==> src/rtl/mc_control_fsm.sv <==
`default_nettype none
// +----------------------------------------------------------------------------+
// | mc_control_fsm: multicycle MIPS control FSM with memory wait/timeout,     |
// | illegal-op and bus-error reporting. Optional CTRL_PERF_CNT_EN counters.    |
// | Revision: 1.0                                                              |
// +----------------------------------------------------------------------------+
module mc_control_fsm #(
    parameter int WAIT_MAX = 15,
    parameter int CNT_W    = 32
) (
    input  logic             clk,
    input  logic             rst_n,
    input  logic [5:0]       opcode,
    input  logic [5:0]       funct,
    input  logic             mem_ready,
    output logic             mem_req,
    output logic             PCWrite,
    output logic             Branch,
    output logic             BranchNe,
    output logic [1:0]       PCSrc,
    output logic [3:0]       ALUControl,
    output logic             ALUSrcA,
    output logic [1:0]       ALUSrcB,
    output logic             ExtOp,
    output logic             RegWrite,
    output logic             RegDst,
    output logic             MemToReg,
    output logic             IorD,
    output logic             MemWrite,
    output logic             IRWrite,
    output logic             illegal_op,
    output logic             bus_err,
`ifdef CTRL_PERF_CNT_EN
    output logic [CNT_W-1:0] instret_cnt,
    output logic [CNT_W-1:0] stall_cnt,
`endif
    output logic [3:0]       state_o
);

    localparam logic [3:0] c_ALU_AND = 4'd0;
    localparam logic [3:0] c_ALU_OR  = 4'd1;
    localparam logic [3:0] c_ALU_ADD = 4'd2;
    localparam logic [3:0] c_ALU_XOR = 4'd3;
    localparam logic [3:0] c_ALU_NOR = 4'd4;
    localparam logic [3:0] c_ALU_SLL = 4'd5;
    localparam logic [3:0] c_ALU_SUB = 4'd6;
    localparam logic [3:0] c_ALU_SLT = 4'd7;
    localparam logic [3:0] c_ALU_SRL = 4'd8;
    localparam logic [3:0] c_ALU_SRA = 4'd9;

    localparam logic [7:0] c_WAIT_LAST = 8'(WAIT_MAX - 1);

    if (WAIT_MAX < 1 || WAIT_MAX > 255 || CNT_W < 1) begin : g_param_check
        $error("mc_control_fsm: WAIT_MAX must be 1..255 and CNT_W >= 1");
    end

    typedef enum logic [3:0] {
        S_FETCH  = 4'd0,
        S_DECODE = 4'd1,
        S_MEMADR = 4'd2,
        S_MEMRD  = 4'd3,
        S_MEMWB  = 4'd4,
        S_MEMWR  = 4'd5,
        S_EXEC_R = 4'd6,
        S_WB_R   = 4'd7,
        S_EXEC_I = 4'd8,
        S_WB_I   = 4'd9,
        S_BRANCH = 4'd10,
        S_JUMP   = 4'd11
    } state_t;

    state_t     r_state;
    state_t     w_next;
    logic [7:0] r_wait_cnt;
    logic       r_bus_err;

    logic       w_r_legal;
    logic       w_i_legal;
    logic [3:0] w_alu_r;
    logic [3:0] w_alu_i;
    logic       w_mem_state;
    logic       w_abort;

    logic       w_mem_req;
    logic       w_pc_write;
    logic       w_branch;
    logic       w_branch_ne;
    logic       w_reg_write;
    logic       w_mem_write;
    logic       w_ir_write;
    logic       w_illegal;

    always_comb begin
        w_r_legal = 1'b1;
        w_alu_r   = c_ALU_ADD;
        case (funct)
            6'h20:   w_alu_r = c_ALU_ADD;
            6'h22:   w_alu_r = c_ALU_SUB;
            6'h24:   w_alu_r = c_ALU_AND;
            6'h25:   w_alu_r = c_ALU_OR;
            6'h26:   w_alu_r = c_ALU_XOR;
            6'h27:   w_alu_r = c_ALU_NOR;
            6'h2A:   w_alu_r = c_ALU_SLT;
            6'h00:   w_alu_r = c_ALU_SLL;
            6'h02:   w_alu_r = c_ALU_SRL;
            6'h03:   w_alu_r = c_ALU_SRA;
            default: w_r_legal = 1'b0;
        endcase
    end

    always_comb begin
        w_i_legal = 1'b1;
        w_alu_i   = c_ALU_ADD;
        case (opcode)
            6'h08:   w_alu_i = c_ALU_ADD;
            6'h0A:   w_alu_i = c_ALU_SLT;
            6'h0C:   w_alu_i = c_ALU_AND;
            6'h0D:   w_alu_i = c_ALU_OR;
            6'h0E:   w_alu_i = c_ALU_XOR;
            default: w_i_legal = 1'b0;
        endcase
    end

    // An access is abandoned in the cycle that would be its WAIT_MAX-th stall.
    assign w_mem_state = (r_state == S_FETCH) || (r_state == S_MEMRD) || (r_state == S_MEMWR);
    assign w_abort     = w_mem_state && !mem_ready && (r_wait_cnt == c_WAIT_LAST);

    always_comb begin
        w_next      = r_state;
        w_mem_req   = 1'b0;
        w_pc_write  = 1'b0;
        w_branch    = 1'b0;
        w_branch_ne = 1'b0;
        w_reg_write = 1'b0;
        w_mem_write = 1'b0;
        w_ir_write  = 1'b0;
        w_illegal   = 1'b0;
        PCSrc       = 2'b00;
        ALUControl  = c_ALU_ADD;
        ALUSrcA     = 1'b0;
        ALUSrcB     = 2'b00;
        ExtOp       = 1'b0;
        RegDst      = 1'b0;
        MemToReg    = 1'b0;
        IorD        = 1'b0;
        case (r_state)
            S_FETCH: begin
                w_mem_req  = 1'b1;
                ALUSrcB    = 2'b01;
                w_ir_write = mem_ready;
                w_pc_write = mem_ready;
                if (mem_ready || w_abort) w_next = (mem_ready) ? S_DECODE : S_FETCH;
            end
            S_DECODE: begin
                ALUSrcB = 2'b11;
                case (opcode)
                    6'h00: begin
                        if (w_r_legal) w_next = S_EXEC_R;
                        else begin
                            w_illegal = 1'b1;
                            w_next    = S_FETCH;
                        end
                    end
                    6'h23, 6'h2B: w_next = S_MEMADR;
                    6'h04, 6'h05: w_next = S_BRANCH;
                    6'h02:        w_next = S_JUMP;
                    default: begin
                        if (w_i_legal) w_next = S_EXEC_I;
                        else begin
                            w_illegal = 1'b1;
                            w_next    = S_FETCH;
                        end
                    end
                endcase
            end
            S_MEMADR: begin
                ALUSrcA = 1'b1;
                ALUSrcB = 2'b10;
                w_next  = (opcode == 6'h23) ? S_MEMRD : S_MEMWR;
            end
            S_MEMRD: begin
                w_mem_req = 1'b1;
                IorD      = 1'b1;
                if (mem_ready)    w_next = S_MEMWB;
                else if (w_abort) w_next = S_FETCH;
            end
            S_MEMWB: begin
                MemToReg    = 1'b1;
                w_reg_write = 1'b1;
                w_next      = S_FETCH;
            end
            S_MEMWR: begin
                w_mem_req   = 1'b1;
                IorD        = 1'b1;
                w_mem_write = 1'b1;
                if (mem_ready || w_abort) w_next = S_FETCH;
            end
            S_EXEC_R: begin
                ALUSrcA    = 1'b1;
                ALUControl = w_alu_r;
                w_next     = S_WB_R;
            end
            S_WB_R: begin
                RegDst      = 1'b1;
                w_reg_write = 1'b1;
                w_next      = S_FETCH;
            end
            S_EXEC_I: begin
                ALUSrcA    = 1'b1;
                ALUSrcB    = 2'b10;
                ALUControl = w_alu_i;
                ExtOp      = (opcode == 6'h0C) || (opcode == 6'h0D) || (opcode == 6'h0E);
                w_next     = S_WB_I;
            end
            S_WB_I: begin
                w_reg_write = 1'b1;
                w_next      = S_FETCH;
            end
            S_BRANCH: begin
                ALUSrcA     = 1'b1;
                ALUControl  = c_ALU_SUB;
                PCSrc       = 2'b01;
                w_branch    = (opcode == 6'h04);
                w_branch_ne = (opcode == 6'h05);
                w_next      = S_FETCH;
            end
            S_JUMP: begin
                w_pc_write = 1'b1;
                PCSrc      = 2'b10;
                w_next     = S_FETCH;
            end
            default: w_next = S_FETCH;
        endcase
    end

    always_ff @(posedge clk or negedge rst_n) begin
        if (!rst_n) begin
            r_state    <= S_FETCH;
            r_wait_cnt <= 8'd0;
            r_bus_err  <= 1'b0;
        end else begin
            r_state <= w_next;
            if (w_abort) r_bus_err <= 1'b1;
            // A retried fetch stays in FETCH but still counts as a fresh entry.
            if (w_abort || (w_next != r_state)) r_wait_cnt <= 8'd0;
            else if (w_mem_state && !mem_ready) r_wait_cnt <= r_wait_cnt + 8'd1;
        end
    end

    // Strobes are forced low while reset is held so an in-flight access drops at once.
    assign mem_req    = w_mem_req   & rst_n;
    assign PCWrite    = w_pc_write  & rst_n;
    assign Branch     = w_branch    & rst_n;
    assign BranchNe   = w_branch_ne & rst_n;
    assign RegWrite   = w_reg_write & rst_n;
    assign MemWrite   = w_mem_write & rst_n;
    assign IRWrite    = w_ir_write  & rst_n;
    assign illegal_op = w_illegal   & rst_n;
    assign bus_err    = r_bus_err;
    assign state_o    = r_state;

`ifdef CTRL_PERF_CNT_EN
    logic [CNT_W-1:0] r_instret;
    logic [CNT_W-1:0] r_stall;
    logic             w_retire;

    always_comb begin
        w_retire = 1'b0;
        case (r_state)
            S_MEMWB, S_WB_R, S_WB_I, S_BRANCH, S_JUMP: w_retire = 1'b1;
            S_MEMWR: w_retire = mem_ready;
            default: w_retire = 1'b0;
        endcase
    end

    always_ff @(posedge clk or negedge rst_n) begin
        if (!rst_n) begin
            r_instret <= '0;
            r_stall   <= '0;
        end else begin
            if (w_retire) r_instret <= r_instret + 1'b1;
            if (w_mem_req && !mem_ready) r_stall <= r_stall + 1'b1;
        end
    end

    assign instret_cnt = r_instret;
    assign stall_cnt   = r_stall;
`endif

endmodule
`default_nettype wire

==> config.mk <==
export PLATFORM = sky130hd
export DESIGN_NAME = mc_control_fsm
export DESIGN_NICKNAME = d
export VERILOG_FILES = /design/src/rtl/mc_control_fsm.sv
export SDC_FILE = /design/constraint.sdc
export NUM_CORES = 1
export LEC_CHECK = 0
export BUFFER_PORTS_ARGS = -buffer_cell sky130_fd_sc_hd__buf_2
export CORE_MARGIN = 10
export CORE_UTILIZATION = 46
export DETAILED_ROUTE_END_ITERATION = 12
export PLACE_DENSITY = 0.71
export SKIP_CTS_REPAIR_TIMING = 1
export SYNTH_ARGS = -nofsm -noshare
export SYNTH_HDL_FRONTEND = slang
export SYNTH_SLANG_ARGS = --single-unit
==> constraint.sdc <==
create_clock -name clk -period 2.3 [get_ports clk]
set_input_delay 0.46 -clock clk [delete_from_list [all_inputs] [get_ports clk]]
set_output_delay 0.46 -clock clk [all_outputs]
set_load 0.005 [all_outputs]
# Word-level counts from Yosys, hierarchy flattened
# Cells that the tools add are included.
# totals
inputBits	15
reg_bits	13
# classes
eq_ne	32
bitwise	8
muxes	35
addsub	1
reduce_logical	23
# ops
cell	count
6-bit == test (second input constant)	9
4-bit one-hot mux with 9 select lines	1
6-bit by 4-bit == test with 1-bit output (second input constant)	5
4-bit one-hot mux with 7 select lines	1
4-bit 2-to-1 mux	5
6-bit by 2-bit == test with 1-bit output (second input constant)	3
1-bit 2-to-1 mux	17
4-bit by 3-bit == test with 1-bit output (second input constant)	4
4-bit == test (second input constant)	4
8-bit 2-to-1 mux	2
4-bit one-hot mux with 4 select lines	1
6-bit by 3-bit == test with 1-bit output (second input constant)	2
6-bit zero test	2
3-bit one-hot mux with 4 select lines	1
4-bit one-hot mux with 3 select lines	1
10-bit OR reduction	1
5-bit OR reduction	2
8-bit by 1-bit adder with 8-bit output (second input constant)	1
1-bit AND	8
4-bit by 2-bit == test with 1-bit output (second input constant)	2
8-bit by 4-bit == test with 1-bit output (second input constant)	1
2-bit OR reduction	4
1-bit logical OR	6
3-bit 2-to-1 mux	2
11 further kinds	14

# Depth between registers and ports, before layout
# logic_depth
depth_word	11
depth_mapped	8
ltp_nobuf	7

# Least setup slack after synthesis
# No wires, ideal clock.
# synth_timing
path_type	in2out
from	input port opcode[3]
to	output port illegal_op
stages	4
path_slack_ns	0.282
t_arrival_ns	1.558
path_cell_list	nor3_1 > nor4b_2 > o21ai_0 > a2111oi_1
# synth_via
elab_chain_len	7
# synth_rtl
item	line	text
start, declared	13	input logic [5:0] opcode,
6-bit by 4-bit == test with 1-bit output	114	case (opcode)
5-bit OR reduction (no source line)	-	
1-bit 2-to-1 mux	114	
1-bit 2-to-1 mux	168	if (w_i_legal) w_next = S_EXEC_I;
1-bit one-hot mux with 2 select lines *	156	case (opcode)
1-bit 2-to-1 mux *	146	case (r_state)
1-bit AND *	258	assign illegal_op = w_illegal & rst_n;
end, declared	31	output logic illegal_op,
# Mark *: on every way between the ends. The rest lies on a longest branch, timed or not.

# Worst setup path in the final report
# layout_timing
from	register r_state[2] (netlist: state_o[2])
to	output port ALUControl[1]
# layout_via
elab_chain_len	2
# layout_rtl
item	line	text
start, declared	72	state_t r_state;
start signal, assigned	242	r_state <= w_next;
4-bit == test / 4-bit by 3-bit == test with 1-bit output (equally long branches)	146	
4-bit one-hot mux with 3 select lines *	146	
end, declared	21	output logic [3:0] ALUControl,
# Marked as above.

==> flow_metrics.tcl <==
set metrics [dict create \
    grt_max_degree 17 \
    power.density_mw_per_mm2 575 \
    fin_area_mm2 0.00187 \
    drt_pass1_iterations 4 \
    maxCapViolCount 0 \
    ys_ff_latch 13 \
    cts_buffers 3 \
    final.min_clock_period_ns 2.20 \
    synth_warnings 0 \
    cts.path.max_buffers 2 \
    final_util_pct 60.7 \
    dp_hpwl_um 3360 \
    yosys.area.top_type "dfrtp_1" \
    r2r_end "r_wait_cnt[5]" \
    clock_latency_ns 0.27 \
    syn_inst 189 \
    drc_errors 0 \
    grtUsageTotal_pct 13.9 \
    leakage_nw 0.865 \
    ctsRootBufferMaster "clkbuf_4" \
    syn2layout_area_growth_pct 24.4 \
    reg2reg_depth 7 \
    drive_gt1_share_pct 34.0 \
    die-width_um 77.1 \
    die_area_mm2 0.00595 \
    clkSlewWorstSetupHoldPaths_ns 0.08 \
    worst_pin_slew_ns 0.439 \
    avgSynthCellArea_um2 7.94 \
    grt_pass1_vias 1539 \
    syn_area_mm2 0.00150 \
    r2r-start "r_wait_cnt[0]" \
    setup-violations-final 0 \
    drv_slew 0 \
    synthTopCellsByArea "dfrtp_1 (22%), a211oi_2 (5.8%), nor2_1 (5.5%)" \
    hold_viol 0 \
    ios 41 \
    drt_iter0_drc 132 \
    totalWireLength_um 4190 \
    clkSinkCount 13 \
    finalNetCount 259 \
    ir_worst_vdd_mv 0.219 \
    port_buffers 40 \
    core_mm2 0.00308 \
    num_rows 20 \
    grt_remaining_overflow 0 \
    cts-htree-levels 1 \
    startpoint "state_o[2]" \
    drt-wirelength-per-cell_um 14.7 \
    status "complete, no violations" \
    synthArstFlopShare_pct 100 \
    end_kind "output pin" \
    cp_max_fo 9 \
    ant_nets 0 \
    finalCritPeriodShare_pct 95.9 \
    rsz0062_at_grt "no" \
    ys_seq_area_share_pct 21.7 \
    synth_cell_types 53 \
    fin_setup_tns_ns 0 \
    grt_pass1_wl_um 7220 \
    cp.required_ns 1.84 \
    cp-start-kind "flop" \
    initial_core_util_pct 48.8 \
    finalWeightedCongestion 0.932 \
    p_total_w 0.00107 \
    antenna_cells 0 \
    max_freq_ghz 0.454 \
    finalClockSkew_ns 0.000556 \
    viasPerCell 5.64 \
    ff2ff_setup_slack_ns 0.24 \
    placed_area_mm2 0.00181 \
    syn_nets 206 \
    synth_ff_type "dfrtp_1" \
    cts_tree "yes" \
    antenna_found_initial 0 \
    slew_headroom_pct 70.7 \
    arrival_ns 1.74 \
    hp-class "in -> async" \
    vias 1607 \
    die_h_um 77.1 \
    critPathKind "reg -> out" \
    yosysTopAreaCellShare_pct 21.7 \
    synth-edff-count 0 \
]
==> registers in the layout (all words and copies together) (netlist names) <==
signal and cells:
r_wait_cnt 8, state_o 4, bus_err 1
==> area by class of cell <==
| cell class | count | area [um^2] |
|---|---|---|
| fillers | 291 | 1210 |
| well taps | 44 | 55.1 |
| repair buffers | 59 | 345 |
| inverters | 8 | 30.0 |
| multi-input cells | 157 | 1080 |
| flip-flops and latches | 13 | 327 |
| clock buffers | 4 | 26.3 |
==> cell families after synthesis <==
logic type                 after synthesis  synth area share (%)
xor gates and xnor gates                10                  6.33
buffers and inverters                   19                  7.25
and+or+nand+nor                         93                  36.8
muxes                                    1                 0.667
DFF                                     13                  21.7
adders and majority gates                2                  1.67
AOI/OAI and AO/OA                       51                  25.6
==> placed cells by master, fill, tap and decap left out, drive strengths merged, types with 2 or more instances in the layout <==
cell type / instances
xnor2: 3
nor2b: 8
a21oi: 15
inv: 8
o21a: 2
nand3b: 2
nand2: 12
nor4: 3
and4b: 2
nor3: 11
dfrtp: 13
nand2b: 9
buf: 58
a2111oi: 2
clkbuf: 4
ha: 2
o21ai: 11
a211oi: 8
a21o: 2
nand3: 8
nor2: 22
and3: 3
nand4: 4
xor2: 7
or3: 2
==> through the flow <==
stage	setup WS, ns	hold WS (ns)	cells
6_report	0.0950	0.217	285
4_1_cts	0.0340	-0.0110	284
3_3_place_gp	0.129	0.288	280
2_1_floorplan	0.282	0.164	189
3_5_place_dp	0.0427	0.289	280
5_1_grt	0.000325	0.226	285
==> critical path, cell delays in order (launching register included) <==
cell and delay (ns):
dfrtp_1 0.54, nand2b_1 0.15, or4_1 0.43, o32ai_1 0.14
nand2_1 0.08, buf_2 0.13
==> how the worst max path moves through the flow <==
stage | endpoint | slack, ns
after floorplan | illegal_op | 0.28
after global placement | illegal_op | 0.13
after detailed placement | illegal_op | 0.04
after CTS | illegal_op | 0.03
after global routing | BranchNe | 0.0003
final | ALUControl[1] | 0.1
==> synthesized netlist by cell type (2+ instances only) <==
cell type / n
nor3_1: 11
buf_2: 3
nand4_1: 3
and3_1: 3
buf_6: 4
a21o_1: 2
and4b_1: 2
nor2b_1: 8
a211oi_2: 7
nand2b_1: 9
clkbuf_1: 3
o21ai_0: 11
nand2_1: 12
inv_1: 8
nand3_1: 8
xnor2_1: 3
ha_1: 2
nor2_1: 22
nor4_1: 2
a21oi_1: 15
xor2_1: 6
o21a_1: 2
dfrtp_1: 13
==> per-layer routing <==
metal	global-route usage (%)	vias to the layer above	part of all wire, %	routed length [um]
met1	18.8	735	47	1950
met4	4.74	0	1.0	42
met3	3.15	4	6.6	277
li1	-	795	-	-
met2	20.9	73	46	1910
met5	0	-	0	0
==> power by group <==
group	switching, W	internal (W)
clock network	0.0000782	0.0000672
logic	0.000354	0.000270
registers	0.0000491	0.000255
total	0.000482	0.000592
(Power assumes the default switching activity.)
